`src/rtl/sm83_fetch_if.sv`:
```
// Fetch-stage bundle: memory read port, control-flow redirect and the
// instruction handshake toward decode. The fetch unit is the master.
interface sm83_fetch_if;
  logic        mem_rd;
  logic [15:0] mem_addr;
  logic [7:0]  mem_rdata;
  logic        mem_ack;
  logic        redir_valid;
  logic [15:0] redir_pc;
  logic        instr_valid;
  logic        instr_ready;
  logic [7:0]  instr_opcode;
  logic        instr_is_cb;
  logic [15:0] instr_imm;
  logic [15:0] instr_pc;
  logic [15:0] instr_next_pc;

  modport master (
    output mem_rd, mem_addr,
    input  mem_rdata, mem_ack,
    input  redir_valid, redir_pc,
    output instr_valid, instr_opcode, instr_is_cb, instr_imm, instr_pc, instr_next_pc,
    input  instr_ready
  );

  modport slave (
    input  mem_rd, mem_addr,
    output mem_rdata, mem_ack,
    output redir_valid, redir_pc,
    input  instr_valid, instr_opcode, instr_is_cb, instr_imm, instr_pc, instr_next_pc,
    output instr_ready
  );
endinterface

```
`src/rtl/sm83_fetch.sv`:
```
// SM83 instruction fetch: reads opcode/prefix/immediate bytes at the PC and
// presents one whole instruction to decode; redirects reload the PC.
module sm83_fetch #(
  parameter logic [15:0] RESET_PC = 16'h0000
) (
  input  logic         i_clk,
  input  logic         i_rst,
  sm83_fetch_if.master bus
);
  localparam logic [2:0] FETCH_OP = 3'd0;
  localparam logic [2:0] FETCH_CB = 3'd1;
  localparam logic [2:0] FETCH_LO = 3'd2;
  localparam logic [2:0] FETCH_HI = 3'd3;
  localparam logic [2:0] PRESENT  = 3'd4;

  logic [2:0]  r_state;
  logic [15:0] r_pc;
  logic [15:0] r_target;
  logic        r_drain;
  logic        r_hi_pend;
  logic        r_valid;
  logic        r_is_cb;
  logic [7:0]  r_opcode;
  logic [15:0] r_imm;
  logic [15:0] r_ipc;
  logic [15:0] r_next_pc;

  logic        w_fetching;
  logic        w_ack;
  logic [15:0] w_pc_inc;

  // Number of immediate bytes following an unprefixed opcode.
  function automatic logic [1:0] imm_len(input logic [7:0] op);
    case (op)
      8'h06, 8'h0E, 8'h16, 8'h1E, 8'h26, 8'h2E, 8'h36, 8'h3E,
      8'h10, 8'h18, 8'h20, 8'h28, 8'h30, 8'h38,
      8'hC6, 8'hCE, 8'hD6, 8'hDE, 8'hE0, 8'hE6, 8'hE8, 8'hEE,
      8'hF0, 8'hF6, 8'hF8, 8'hFE:
        imm_len = 2'd1;
      8'h01, 8'h11, 8'h21, 8'h31, 8'h08,
      8'hC2, 8'hC3, 8'hC4, 8'hCA, 8'hCC, 8'hCD,
      8'hD2, 8'hD4, 8'hDA, 8'hDC, 8'hEA, 8'hFA:
        imm_len = 2'd2;
      default:
        imm_len = 2'd0;
    endcase
  endfunction

  assign w_fetching = (r_state != PRESENT);
  assign w_ack      = w_fetching & bus.mem_ack;
  assign w_pc_inc   = r_pc + 16'd1;

  assign bus.mem_rd        = w_fetching & ~i_rst;
  assign bus.mem_addr      = r_pc;
  assign bus.instr_valid   = r_valid;
  assign bus.instr_opcode  = r_opcode;
  assign bus.instr_is_cb   = r_is_cb;
  assign bus.instr_imm     = r_imm;
  assign bus.instr_pc      = r_ipc;
  assign bus.instr_next_pc = r_next_pc;

  // Fetch sequencer, redirect/drain handling and instruction output registers.
  always_ff @(posedge i_clk) begin
    if (i_rst) begin
      r_state   <= FETCH_OP;
      r_pc      <= RESET_PC;
      r_target  <= 16'h0000;
      r_drain   <= 1'b0;
      r_hi_pend <= 1'b0;
      r_valid   <= 1'b0;
      r_is_cb   <= 1'b0;
      r_opcode  <= 8'h00;
      r_imm     <= 16'h0000;
      r_ipc     <= 16'h0000;
      r_next_pc <= 16'h0000;
    end else if (r_drain) begin
      // The abandoned read must still complete before the PC may move.
      if (w_ack) begin
        r_pc    <= bus.redir_valid ? bus.redir_pc : r_target;
        r_drain <= 1'b0;
        r_state <= FETCH_OP;
      end else if (bus.redir_valid) begin
        r_target <= bus.redir_pc;
      end
    end else if (bus.redir_valid) begin
      if (w_fetching && !bus.mem_ack) begin
        r_drain  <= 1'b1;
        r_target <= bus.redir_pc;
      end else begin
        r_pc    <= bus.redir_pc;
        r_state <= FETCH_OP;
      end
      r_valid   <= 1'b0;
      r_is_cb   <= 1'b0;
      r_imm     <= 16'h0000;
      r_hi_pend <= 1'b0;
    end else begin
      case (r_state)
        FETCH_OP: begin
          if (w_ack) begin
            r_pc     <= w_pc_inc;
            r_ipc    <= r_pc;
            r_opcode <= bus.mem_rdata;
            r_imm    <= 16'h0000;
            r_is_cb  <= 1'b0;
            if (bus.mem_rdata == 8'hCB) begin
              r_state <= FETCH_CB;
            end else begin
              case (imm_len(bus.mem_rdata))
                2'd1: begin
                  r_hi_pend <= 1'b0;
                  r_state   <= FETCH_LO;
                end
                2'd2: begin
                  r_hi_pend <= 1'b1;
                  r_state   <= FETCH_LO;
                end
                default: begin
                  r_state   <= PRESENT;
                  r_valid   <= 1'b1;
                  r_next_pc <= w_pc_inc;
                end
              endcase
            end
          end
        end
        FETCH_CB: begin
          if (w_ack) begin
            r_pc      <= w_pc_inc;
            r_opcode  <= bus.mem_rdata;
            r_is_cb   <= 1'b1;
            r_state   <= PRESENT;
            r_valid   <= 1'b1;
            r_next_pc <= w_pc_inc;
          end
        end
        FETCH_LO: begin
          if (w_ack) begin
            r_pc       <= w_pc_inc;
            r_imm[7:0] <= bus.mem_rdata;
            if (r_hi_pend) begin
              r_state <= FETCH_HI;
            end else begin
              r_state   <= PRESENT;
              r_valid   <= 1'b1;
              r_next_pc <= w_pc_inc;
            end
          end
        end
        FETCH_HI: begin
          if (w_ack) begin
            r_pc        <= w_pc_inc;
            r_imm[15:8] <= bus.mem_rdata;
            r_hi_pend   <= 1'b0;
            r_state     <= PRESENT;
            r_valid     <= 1'b1;
            r_next_pc   <= w_pc_inc;
          end
        end
        PRESENT: begin
          if (bus.instr_ready) begin
            r_state <= FETCH_OP;
            r_valid <= 1'b0;
            r_is_cb <= 1'b0;
            r_imm   <= 16'h0000;
          end
        end
        default: begin
          r_state <= FETCH_OP;
          r_valid <= 1'b0;
        end
      endcase
    end
  end
endmodule

```
`src/flat_wrapper.sv`:
```
// flat-port wrapper written by rule: the top's interface ports become plain ports
module sm83_fetch_flat 
#(
  parameter logic [15:0] RESET_PC = 16'h0000
)
  (i_clk, i_rst, bus_mem_rd, bus_mem_addr, bus_mem_rdata, bus_mem_ack, bus_redir_valid, bus_redir_pc, bus_instr_valid, bus_instr_opcode, bus_instr_is_cb, bus_instr_imm, bus_instr_pc, bus_instr_next_pc, bus_instr_ready);
  sm83_fetch_if bus_i ();
  input  logic i_clk;
  input  logic i_rst;
  output wire logic [$bits(bus_i.mem_rd)-1:0] bus_mem_rd;
  output wire logic [$bits(bus_i.mem_addr)-1:0] bus_mem_addr;
  input wire logic [$bits(bus_i.mem_rdata)-1:0] bus_mem_rdata;
  input wire logic [$bits(bus_i.mem_ack)-1:0] bus_mem_ack;
  input wire logic [$bits(bus_i.redir_valid)-1:0] bus_redir_valid;
  input wire logic [$bits(bus_i.redir_pc)-1:0] bus_redir_pc;
  output wire logic [$bits(bus_i.instr_valid)-1:0] bus_instr_valid;
  output wire logic [$bits(bus_i.instr_opcode)-1:0] bus_instr_opcode;
  output wire logic [$bits(bus_i.instr_is_cb)-1:0] bus_instr_is_cb;
  output wire logic [$bits(bus_i.instr_imm)-1:0] bus_instr_imm;
  output wire logic [$bits(bus_i.instr_pc)-1:0] bus_instr_pc;
  output wire logic [$bits(bus_i.instr_next_pc)-1:0] bus_instr_next_pc;
  input wire logic [$bits(bus_i.instr_ready)-1:0] bus_instr_ready;
  assign bus_mem_rd = bus_i.mem_rd;
  assign bus_mem_addr = bus_i.mem_addr;
  assign bus_i.mem_rdata = bus_mem_rdata;
  assign bus_i.mem_ack = bus_mem_ack;
  assign bus_i.redir_valid = bus_redir_valid;
  assign bus_i.redir_pc = bus_redir_pc;
  assign bus_instr_valid = bus_i.instr_valid;
  assign bus_instr_opcode = bus_i.instr_opcode;
  assign bus_instr_is_cb = bus_i.instr_is_cb;
  assign bus_instr_imm = bus_i.instr_imm;
  assign bus_instr_pc = bus_i.instr_pc;
  assign bus_instr_next_pc = bus_i.instr_next_pc;
  assign bus_i.instr_ready = bus_instr_ready;
  sm83_fetch #(.RESET_PC(RESET_PC)) u_core (.i_clk(i_clk), .i_rst(i_rst), .bus(bus_i));
endmodule
```
`config.mk`:
```
export PLATFORM = sky130hd
export DESIGN_NAME = sm83_fetch_flat
export DESIGN_NICKNAME = d
export VERILOG_FILES = /design/src/rtl/sm83_fetch_if.sv /design/src/rtl/sm83_fetch.sv /design/src/flat_wrapper.sv
export SDC_FILE = /design/constraint.sdc
export NUM_CORES = 1
export LEC_CHECK = 0
export CORE_UTILIZATION = 53
export CTS_BUF_LIST = sky130_fd_sc_hd__clkbuf_4
export CTS_CLUSTER_DIAMETER = 30
export DETAILED_ROUTE_END_ITERATION = 7
export HOLD_SLACK_MARGIN = 0.05
export MAX_ROUTING_LAYER = met4
export PLACE_DENSITY = 0.86
export SLEW_MARGIN = 20
export SYNTH_ARGS = -nofsm -noshare
export SYNTH_HDL_FRONTEND = slang
export SYNTH_SLANG_ARGS = --single-unit
```
`constraint.sdc`:
```
create_clock -name i_clk -period 3.4 [get_ports i_clk]
set_input_delay 1.02 -clock i_clk [delete_from_list [all_inputs] [get_ports i_clk]]
set_output_delay 1.02 -clock i_clk [all_outputs]
set_load 0.005 [all_outputs]
```
Word level (Yosys, flattened, before mapping)
Cells that the tools add are included.
{ "word_totals": {"reg_bits": 95, "output_inout_bits": 75, "elab_cells": 181} }
{ "op_classes": {"add_sub_neg": 1, "eq_ne": 71, "n_mux": 63, "n_bitwise": 5, "reduce_logical": 29} }
{ "ops": {"columns": ["cell", "count"], "rows": [
  ["$mux 16", 19],
  ["$eq 8x8->1 const B", 25],
  ["$eq 8x6->1 const B", 10],
  ["$pmux 16 s3", 1],
  ["$pmux 8 s3", 2],
  ["$eq 8x5->1 const B", 5],
  ["$mux 3", 11],
  ["$reduce_or 26->1", 1],
  ["$mux 1", 17],
  ["$reduce_or 17->1", 1],
  ["$add 16x1->16 const B", 1],
  ["$eq 8x4->1 const B", 2],
  ["$ne 3x2->1 const B", 5],
  ["$ne 3x3->1 const B", 5],
  ["$reduce_and 5->1", 3],
  ["$mux 2", 6],
  ["$pmux 3 s4", 1],
  ["$reduce_and 4->1", 3],
  ["$reduce_and 6->1", 2],
  ["$reduce_bool 4->1", 3],
  ["$ne 2x2->1 const B", 5],
  ["$reduce_and 9->1", 1],
  ["$reduce_bool 3->1", 3],
  ["$eq 8x1->1 const B", 1],
  ["25 further kinds", 36]
]} }

Logic depth before layout (Yosys ltp)
Gate-level depths: netlist of the first run.
{ "logic_depth": {"ltp_word": 17, "depth_mapped": 13, "ltp_nobuf": 11} }

Worst setup path after synthesis of the first run
Ideal clock, no wire load.
{ "synth_path": {"path_kind": "input to register", "from": "input bus_mem_rdata[1]", "to": "register u_core.r_next_pc[1] (netlist: u_core.bus.instr_next_pc[1])", "setup_ns": 0.128, "arrival_time_ns": 3.013, "t_required_ns": 3.272, "path_slack_ns": 0.259, "path_stages": 13, "n_path_buf": 2, "path_cell_list": "buf_2 -> nor2_1 -> o21ai_0 -> nand2_1 -> o21ai_0 -> or2_2 -> ha_1 -> nor2b_1 -> a211oi_1 -> nor3b_4 -> buf_6 -> mux2i_1 -> nor2_1"} }
{ "synth_between": {"elab_chain_len": 13, "word_cells_on_any_way": 59, "classes_between": "48 x eq/ne; 7 x mux; 4 x reduce/logical"} }
{ "synth_lines": {"columns": ["element", "line", "rtl"], "rows": [
  ["start: declaration", "flat_wrapper.sv:12", "input wire logic [$bits(bus_i.mem_rdata)-1:0] bus_mem_rdata;"],
  ["$eq 8x3->1 (tied with other cells)", "sm83_fetch.sv:34", "case (op)"],
  ["$reduce_or 26->1 or $reduce_or 17->1 (tied branches)", "sm83_fetch.sv:34", null],
  ["$pmux 2 s2", "sm83_fetch.sv:34", null],
  ["$mux 2", "sm83_fetch.sv:106", "if (bus.mem_rdata == 8'hCB) begin"],
  ["$mux 2", "sm83_fetch.sv:100", "if (w_ack) begin"],
  ["$mux 2", "sm83_fetch.sv:98", "case (r_state)"],
  ["$mux 2", "sm83_fetch.sv:85", "end else if (bus.redir_valid) begin"],
  ["$mux 2", "sm83_fetch.sv:76", "end else if (r_drain) begin"],
  ["$mux 2", "sm83_fetch.sv:64", "if (i_rst) begin"],
  ["$eq 2x1->1 or $eq 2x2->1 (tied branches)", "sm83_fetch.sv:109", "case (imm_len(bus.mem_rdata))"],
  ["$reduce_or 2->1 (no line)", null, null],
  ["$ne 2x2->1 (no line)", null, null],
  ["$reduce_and 9->1 (no line) (*)", null, null],
  ["end signal: assignment", "sm83_fetch.sv:121", "r_next_pc <= w_pc_inc;"],
  ["end signal: assignment", "sm83_fetch.sv:134", "r_next_pc <= w_pc_inc;"],
  ["end signal: assignment", "sm83_fetch.sv:146", "r_next_pc <= w_pc_inc;"],
  ["end: declaration", "sm83_fetch.sv:26", "logic [15:0] r_next_pc;"]
]} }
Every way passes the cells marked *; elsewhere a longest branch is shown, timed or not. The select of a mux whose other input is x is not followed.
A chain may end at the register's enable or synchronous reset.

Worst setup path in the final report of the first run
{ "layout_path": {"from": "input bus_mem_rdata[6]", "to": "register u_core.r_next_pc[4] (netlist: u_core.bus.instr_next_pc[4])"} }
The elaborated chain is that of the path after synthesis.

==> results of run 1 <==
-- cell type report --
cell class | instances | area, µm²
clock buffers | 9 | 67.6
clock inverters | 7 | 78.8
fillers | 641 | 2460
inverters | 10 | 37.5
multi-input cells | 415 | 2650
flip-flops and latches | 95 | 1900
well taps | 108 | 135
repair buffers | 145 | 1380
-- cells in the final DEF, fill, tap and decap left out, drive strengths merged, types with 2 or more instances in the layout --
| master | instances |
|---|---|
| a21oi | 28 |
| xor2 | 3 |
| a221oi | 2 |
| clkinvlp | 3 |
| and3 | 3 |
| dlymetal6s2s | 5 |
| nor3b | 7 |
| nor2 | 92 |
| nand2 | 52 |
| or3 | 2 |
| o31a | 4 |
| nand3 | 14 |
| a221o | 2 |
| dfxtp | 95 |
| inv | 13 |
| xnor2 | 11 |
| ha | 3 |
| clkdlybuf4s50 | 97 |
| nand2b | 18 |
| nand4 | 7 |
| nand4b | 2 |
| o32ai | 2 |
| a211oi | 18 |
| buf | 42 |
| or2 | 4 |
| o31ai | 2 |
| nor3 | 3 |
| o21ai | 46 |
| clkbuf | 10 |
| a31oi | 3 |
| or4 | 4 |
| mux2i | 53 |
| nor2b | 6 |
| nor4 | 6 |
| and4 | 2 |
-- worst reg2reg max path: stages (launching register included) --
cell	delay, ns
dfxtp_1	0.64
nor2b_1	0.08
o21ai_0	0.79
nor3b_4	0.16
buf_12	0.20
buf_4	0.13
a211oi_2	0.19
-- state kept, by name, summed over array words and instances (netlist names) --
register                  cells
u_core.bus.instr_next_pc     16
u_core.bus.instr_opcode       8
u_core.bus.mem_addr          16
u_core.r_hi_pend              1
u_core.r_state                3
u_core.bus.instr_imm         16
u_core.bus.instr_is_cb        1
u_core.r_target              16
u_core.bus.instr_valid        1
u_core.bus.instr_pc          16
u_core.r_drain                1
-- what timing repair did --
action,4_1_cts,5_1_grt
buffers inserted,4,2
endpoints found under the setup margin,17,17
pin swaps,2,8
resized for setup,2,11
hold buffers,0,0
gates cloned,1,1
-- routing by layer --
layer	vias to the layer above	wire length, µm	global-route usage	share of wire
met4	0	352	0.114	0.026
met1	2199	5790	0.363	0.43
met2	217	6440	0.444	0.48
met3	42	969	0.0446	0.071
li1	2182	-	-	-
met5	-	0	-	0
-- power by group --
group | switching [mW] | total, mW | leakage, nW | internal, mW
logic | 0.255 | 0.510 | 1.53 | 0.255
registers | 0.0555 | 1.22 | 0.773 | 1.17
clock network | 0.415 | 0.647 | 0.0696 | 0.232
-- per-stage QoR --
stage	total power, mW	cell area [µm²]
2_1_floorplan	1.51	4790
3_3_place_gp	1.70	5980
3_5_place_dp	1.72	5980
4_1_cts	2.36	6190
5_1_grt	2.47	6260
6_report	2.38	6260
-- how the worst min path moves through the flow --
| stage | start | end | slack, ns | cells after the start |
|---|---|---|---|---|
| 5_1_grt | u_core.bus.instr_imm[3]$_SDFFE_PP0P_ | u_core.bus.instr_imm[3]$_SDFFE_PP0P_ | 0.50 | 2 |
| 3_5_place_dp | u_core.bus.instr_imm[4]$_SDFFE_PP0P_ | u_core.bus.instr_imm[4]$_SDFFE_PP0P_ | 0.45 | 2 |
| 3_3_place_gp | u_core.bus.instr_imm[0]$_SDFFE_PP0P_ | u_core.bus.instr_imm[0]$_SDFFE_PP0P_ | 0.45 | 2 |
| 6_report | u_core.bus.instr_imm[4]$_SDFFE_PP0P_ | u_core.bus.instr_imm[4]$_SDFFE_PP0P_ | 0.47 | 2 |
| 2_1_floorplan | u_core.bus.instr_imm[3]$_SDFFE_PP0P_ | u_core.bus.instr_imm[3]$_SDFFE_PP0P_ | 0.46 | 2 |
| 4_1_cts | u_core.bus.instr_imm[4]$_SDFFE_PP0P_ | u_core.bus.instr_imm[4]$_SDFFE_PP0P_ | 0.48 | 2 |
-- cell families (layout without fill, tap and decap cells) --
kind of cell / count (synthesis) / after routing / synth area share
adder cells (fa/ha/maj): 3 / 3 / 0.00784
XOR/XNOR: 14 / 14 / 0.0256
buffers and inverters: 54 / 171 / 0.0564
multiplexers: 53 / 53 / 0.111
AND/OR/NAND/NOR: 226 / 227 / 0.236
flip-flops: 95 / 95 / 0.397
AO/OA/AOI/OAI: 118 / 118 / 0.166
==> run summary, run 1 <==
status = complete, no violations
Slew Limit Fails = 0
Max Clock Skew = 0.0161 ns
area share of the largest cell type after synthesis = 0.397
Max Clock Freq = 304 MHz
register area share after synthesis = 0.397
Antenna Cells = 0
HPWL Detailed = 8890 µm
Synth Cell Area = 4790 µm²
Fin. Hold Viols = 0
CTS tree = built
prevailing post-synth register cell = dfxtp_1
Critical R2R Launch = u_core.r_state[0]$_SDFFE_PP0P_
proportion of layout cells with a drive suffix above 1 = 0.132
CTS root buffer = clkbuf_4
first-pass GRT wire length = 21100 µm
synthesis-to-finish area growth = 30.7%
Total Routing Usage GR = 0.282
CP startpoint kind = primary input
Setup Viol. Count Final = 0
via count = 4640
1st-iter DRT viols = 494
PD cells = 380 nW/µm²
family with the most delay on the worst path = simple AND/OR/NAND/NOR gates
DRT antenna net count = 0
Num CTS Buffers = 9
largest cells by area after synthesis = dfxtp_1 (40%), mux2i_1 (11%), nor2_1 (7.2%)
Congestion Overflow GR = 0
fin util = 0.717
CP peak stage delay = 0.48 ns
Final TNS setup = 0 ns
Starting Density = 0.549
CP Data Arrival Time = 3.61 ns
fraction of registers with async set/reset = 0
static leakage = 2.37 nW
dpl ws = -1.08 ns
crit share post-route = 0.968
clk sinks = 95
Tightest Pin Transition = 1.04 ns
Critical path origin = bus_mem_rdata[6]
critical path endpoint category = flip-flop
Setup Crit Path Kind = in2reg
syn nets = 595
IO Pins = 104
Post-synth EDFFs = 0
Worst Path Buf+Inv = 3
FP Rows = 34
CP endpoint = u_core.bus.instr_next_pc[4]$_SDFFE_PP0P_
die footprint = 9420 µm²
Longest Clk Path Bufs = 2
min-delay worst type = reg2reg
H-tree depth = 3
vias per inst = 5.88
largest area contributor in the netlist = dfxtp_1
r2r worst-path depth = 6
final cell count without fillers = 789
Post-Syn Instances = 563
crit path cell chain = clkdlybuf4s50_1 -> nand2_1 -> a21oi_1 -> o21ai_1 -> or2_2 -> ha_1 -> nor2b_4 -> a211oi_1 -> buf_4 -> nor3b_4 -> clkbuf_16 -> mux2i_1 -> nor2_1
CP Depth = 13
worst reg2reg setup slack = 1.14 ns
Worst Path Required = 3.72 ns
Port Buffers = 103
clk_lat worst skew = 0.45 ns
VDD IR max = 0.000194 V
initial antenna violation count = 0
Tmin final = 3.29 ns
Clk pin slew, worst setup/hold paths = 0.15 ns
syn_area_per_cell = 8.51 µm²
setup ws final = 0.110 ns
most common cell in the netlist = dfxtp_1
Layout Nets = 708
Hold WS = 0.472 ns
Die Wd = 97.1 µm
max_cap viols = 0
drc violations = 0
drt pass-1 iters = 5
Placed Cells = 765
YS warnings = 0
routed wire length = 13600 µm
largest fanout on the critical path = 7
core box area = 8720 µm²
slew margin rel. = 0.310
largest net degree at the start of global routing = 99
GP Congestion = 0.893
Netlist cell types = 62
die height = 97.1 µm
Post-synth top cells = dfxtp_1 (95), nor2_1 (92), mux2i_1 (53)
slowest CP cell = clkdlybuf4s50_1
RR Endpoint = u_core.bus.instr_next_pc[7]$_SDFFE_PP0P_
vias in the first global route = 4278
DR WL/cell = 17.2 µm
#FFs+latches synth = 95
No activity file was read; power rests on OpenSTA's default activity.
==> run 2: changes to the inputs <==
--- a/config.mk
+++ b/config.mk
@@ -12,6 +12,7 @@
 export HOLD_SLACK_MARGIN = 0.05
 export MAX_ROUTING_LAYER = met4
 export PLACE_DENSITY = 0.86
+export SKIP_CTS_REPAIR_TIMING = 1
 export SLEW_MARGIN = 20
 export SYNTH_ARGS = -nofsm -noshare
 export SYNTH_HDL_FRONTEND = slang
==> run summary, run 2 (same netlist as run 1, synthesis figures left out) <==
die height = 97.1 µm (unchanged)
Max Clock Skew = 0.0210 ns (+0.00492 ns)
min-delay worst type = reg2reg
VDD IR max = 0.000191 V (-1.3%)
Slew Limit Fails = 0 (unchanged)
initial antenna violation count = 0 (unchanged)
routed wire length = 12900 µm (-5.0%)
Tightest Pin Transition = 1.03 ns (-0.00695 ns)
DRT antenna net count = 0 (unchanged)
fin util = 0.716 (-0.00143)
worst hold start = u_core.bus.instr_imm[4]$_SDFFE_PP0P_
met2 wire length = 6060 µm (-5.9%)
Port Buffers = 103 (unchanged)
Die Wd = 97.1 µm (unchanged)
IO Pins = 104 (unchanged)
static leakage = 2.36 nW (-0.46%)
Longest Clk Path Bufs = 2 (unchanged)
GP Congestion = 0.893 (unchanged)
Critical R2R Launch = u_core.r_state[2]$_SDFFE_PP0P_
Max Clock Freq = 300 MHz (-1.4%)
critical path endpoint category = flip-flop
Total Routing Usage GR = 0.273 (-0.00873)
worst reg2reg setup slack = 1.12 ns (-0.02 ns)
H-tree depth = 3 (unchanged)
proportion of layout cells with a drive suffix above 1 = 0.132 (+0.000194)
core box area = 8720 µm² (unchanged)
Worst Path Required = 3.78 ns (+0.06 ns)
vias in the first global route = 4224 (-1.3%)
status = complete, no violations
crit share post-route = 0.982 (+0.0140)
slew margin rel. = 0.315 (+0.00463)
drt pass-1 iters = 5 (unchanged)
RR Endpoint = u_core.bus.instr_next_pc[3]$_SDFFE_PP0P_
DR WL/cell = 16.3 µm (-4.8%)
FP Rows = 34 (unchanged)
die footprint = 9420 µm² (unchanged)
most frequent cells in the layout = clkdlybuf4s50_1 (98), dfxtp_1 (95), nor2_1 (91)
Congestion Overflow GR = 0 (unchanged)
1st-iter DRT viols = 341 (-31%)
Num CTS Buffers = 9 (unchanged)
Hold WS = 0.474 ns (+0.00216 ns)
WL met1 = 5670 µm (-2.1%)
commonest non-fill, non-tap cell in the layout = clkdlybuf4s50_1
r2r worst-path depth = 7 (+1)
Clk pin slew, worst setup/hold paths = 0.16 ns (about the same)
HPWL Detailed = 8890 µm (unchanged)
Hold Crit Depth = 2 (unchanged)
Layout Nets = 707 (-0.14%)
largest fanout on the critical path = 9 (+2)
Hold EP = u_core.bus.instr_imm[4]$_SDFFE_PP0P_
CP Data Arrival Time = 3.72 ns (+0.11 ns)
clk_lat worst skew = 0.46 ns (about the same)
Fin. Hold Viols = 0 (unchanged)
CTS tree = built
drc violations = 0 (unchanged)
first-pass GRT wire length = 20500 µm (-2.5%)
max_cap viols = 0 (unchanged)
clk sinks = 95 (unchanged)
CP startpoint kind = primary input
synthesis-to-finish area growth = 30.4%
PD cells = 380 nW/µm² (-0.10%)
largest net degree at the start of global routing = 99 (unchanged)
Top Layer Used = met4
Setup Viol. Count Final = 0 (unchanged)
via count = 4557 (-1.8%)
Starting Density = 0.549 (unchanged)
Antenna Cells = 0 (unchanged)
CTS root buffer = clkbuf_4
DR WL met3 = 851 µm (-12%)
Tmin final = 3.34 ns (+0.0477 ns)
Setup Crit Path Kind = in2reg
vias per inst = 5.78 (-1.7%)
-- run 2: cell count changes in the layout (fill, tap and decap cells not counted) --
cell,previous run,this run
buf_6,0,1
clkdlybuf4s50_1,97,98
dlymetal6s2s_1,5,4
buf_4,40,39
a211oi_1,4,3
nor3b_4,2,1
a211oi_2,14,15
-- run 2: metrics by stage --
step / cells / power [mW] / cell area [µm²] / setup TNS (ns) / worst slack (ns)
floorplan: 563 / 1.51 / 4790 / 0 / 0.259
global placement: 765 / 1.70 / 5980 / -14.62 / -0.882
detailed placement: 765 / 1.72 / 5980 / -18.09 / -1.08
CTS: 781 / 2.34 / 6130 / -9.80 / -0.612
global route: 788 / 2.46 / 6240 / -0.239 / -0.0651
finish: 788 / 2.37 / 6240 / 0 / 0.0624
-- run 2: cell type report --
class                      instances  area [µm²]
fill                             638        2480
tap                              108         135
multi-input combinational        414        2640
timing repair buffer             145        1390
clock inverter                     7        78.8
sequential                        95        1900
clock buffer                       9        67.6
inverter                          10        37.5
-- run 2: how the worst max path moves through the flow --
| stage | to | cells past startpoint | start |
|---|---|---|---|
| floorplan | u_core.bus.instr_next_pc[1]$_SDFFE_PP0P_ | 13 | bus_mem_rdata[1] |
| global placement | u_core.bus.instr_next_pc[6]$_SDFFE_PP0P_ | 13 | bus_mem_rdata[3] |
| detailed placement | u_core.bus.instr_next_pc[11]$_SDFFE_PP0P_ | 13 | bus_mem_rdata[2] |
| CTS | u_core.bus.instr_next_pc[14]$_SDFFE_PP0P_ | 13 | bus_mem_rdata[2] |
| global route | u_core.bus.instr_next_pc[2]$_SDFFE_PP0P_ | 15 | bus_mem_rdata[3] |
| finish | u_core.bus.instr_next_pc[3]$_SDFFE_PP0P_ | 15 | bus_mem_rdata[3] |
-- run 2: report_power, final --
| part | total [mW] | internal [mW] | switching (mW) |
|---|---|---|---|
| registers | 1.22 | 1.17 | 0.0548 |
| logic | 0.500 | 0.254 | 0.246 |
| clock network | 0.650 | 0.232 | 0.418 |
| total | 2.37 | 1.65 | 0.719 |
-- run 2: worst max-delay path, stage by stage --
cell and delay (ns):
clkdlybuf4s50_1 0.47, or2b_1 0.27, a21oi_2 0.13, o22ai_1 0.08, o21ai_1 0.18, and4_1 0.20, ha_1 0.24, nor2b_4 0.14
a211oi_2 0.14, buf_4 0.15, nor3b_4 0.04, buf_6 0.16, clkbuf_16 0.16, buf_4 0.13, a211oi_2 0.20
-- run 2: per-layer routing --
layer | vias to the layer above | GRT usage
li1 | 2181 | -
met1 | 2140 | 0.349
met2 | 204 | 0.429
met3 | 32 | 0.0460
met4 | 0 | 0.113
met5 | - | -
==> run 3: changes to the inputs <==
--- a/config.mk
+++ b/config.mk
@@ -8,6 +8,7 @@
 export CORE_UTILIZATION = 53
 export CTS_BUF_LIST = sky130_fd_sc_hd__clkbuf_4
 export CTS_CLUSTER_DIAMETER = 30
+export CTS_CLUSTER_SIZE = 28
 export DETAILED_ROUTE_END_ITERATION = 7
 export HOLD_SLACK_MARGIN = 0.05
 export MAX_ROUTING_LAYER = met4
==> results of run 3 <==
Final layout, timing and power as in run 2 (identical DEF).
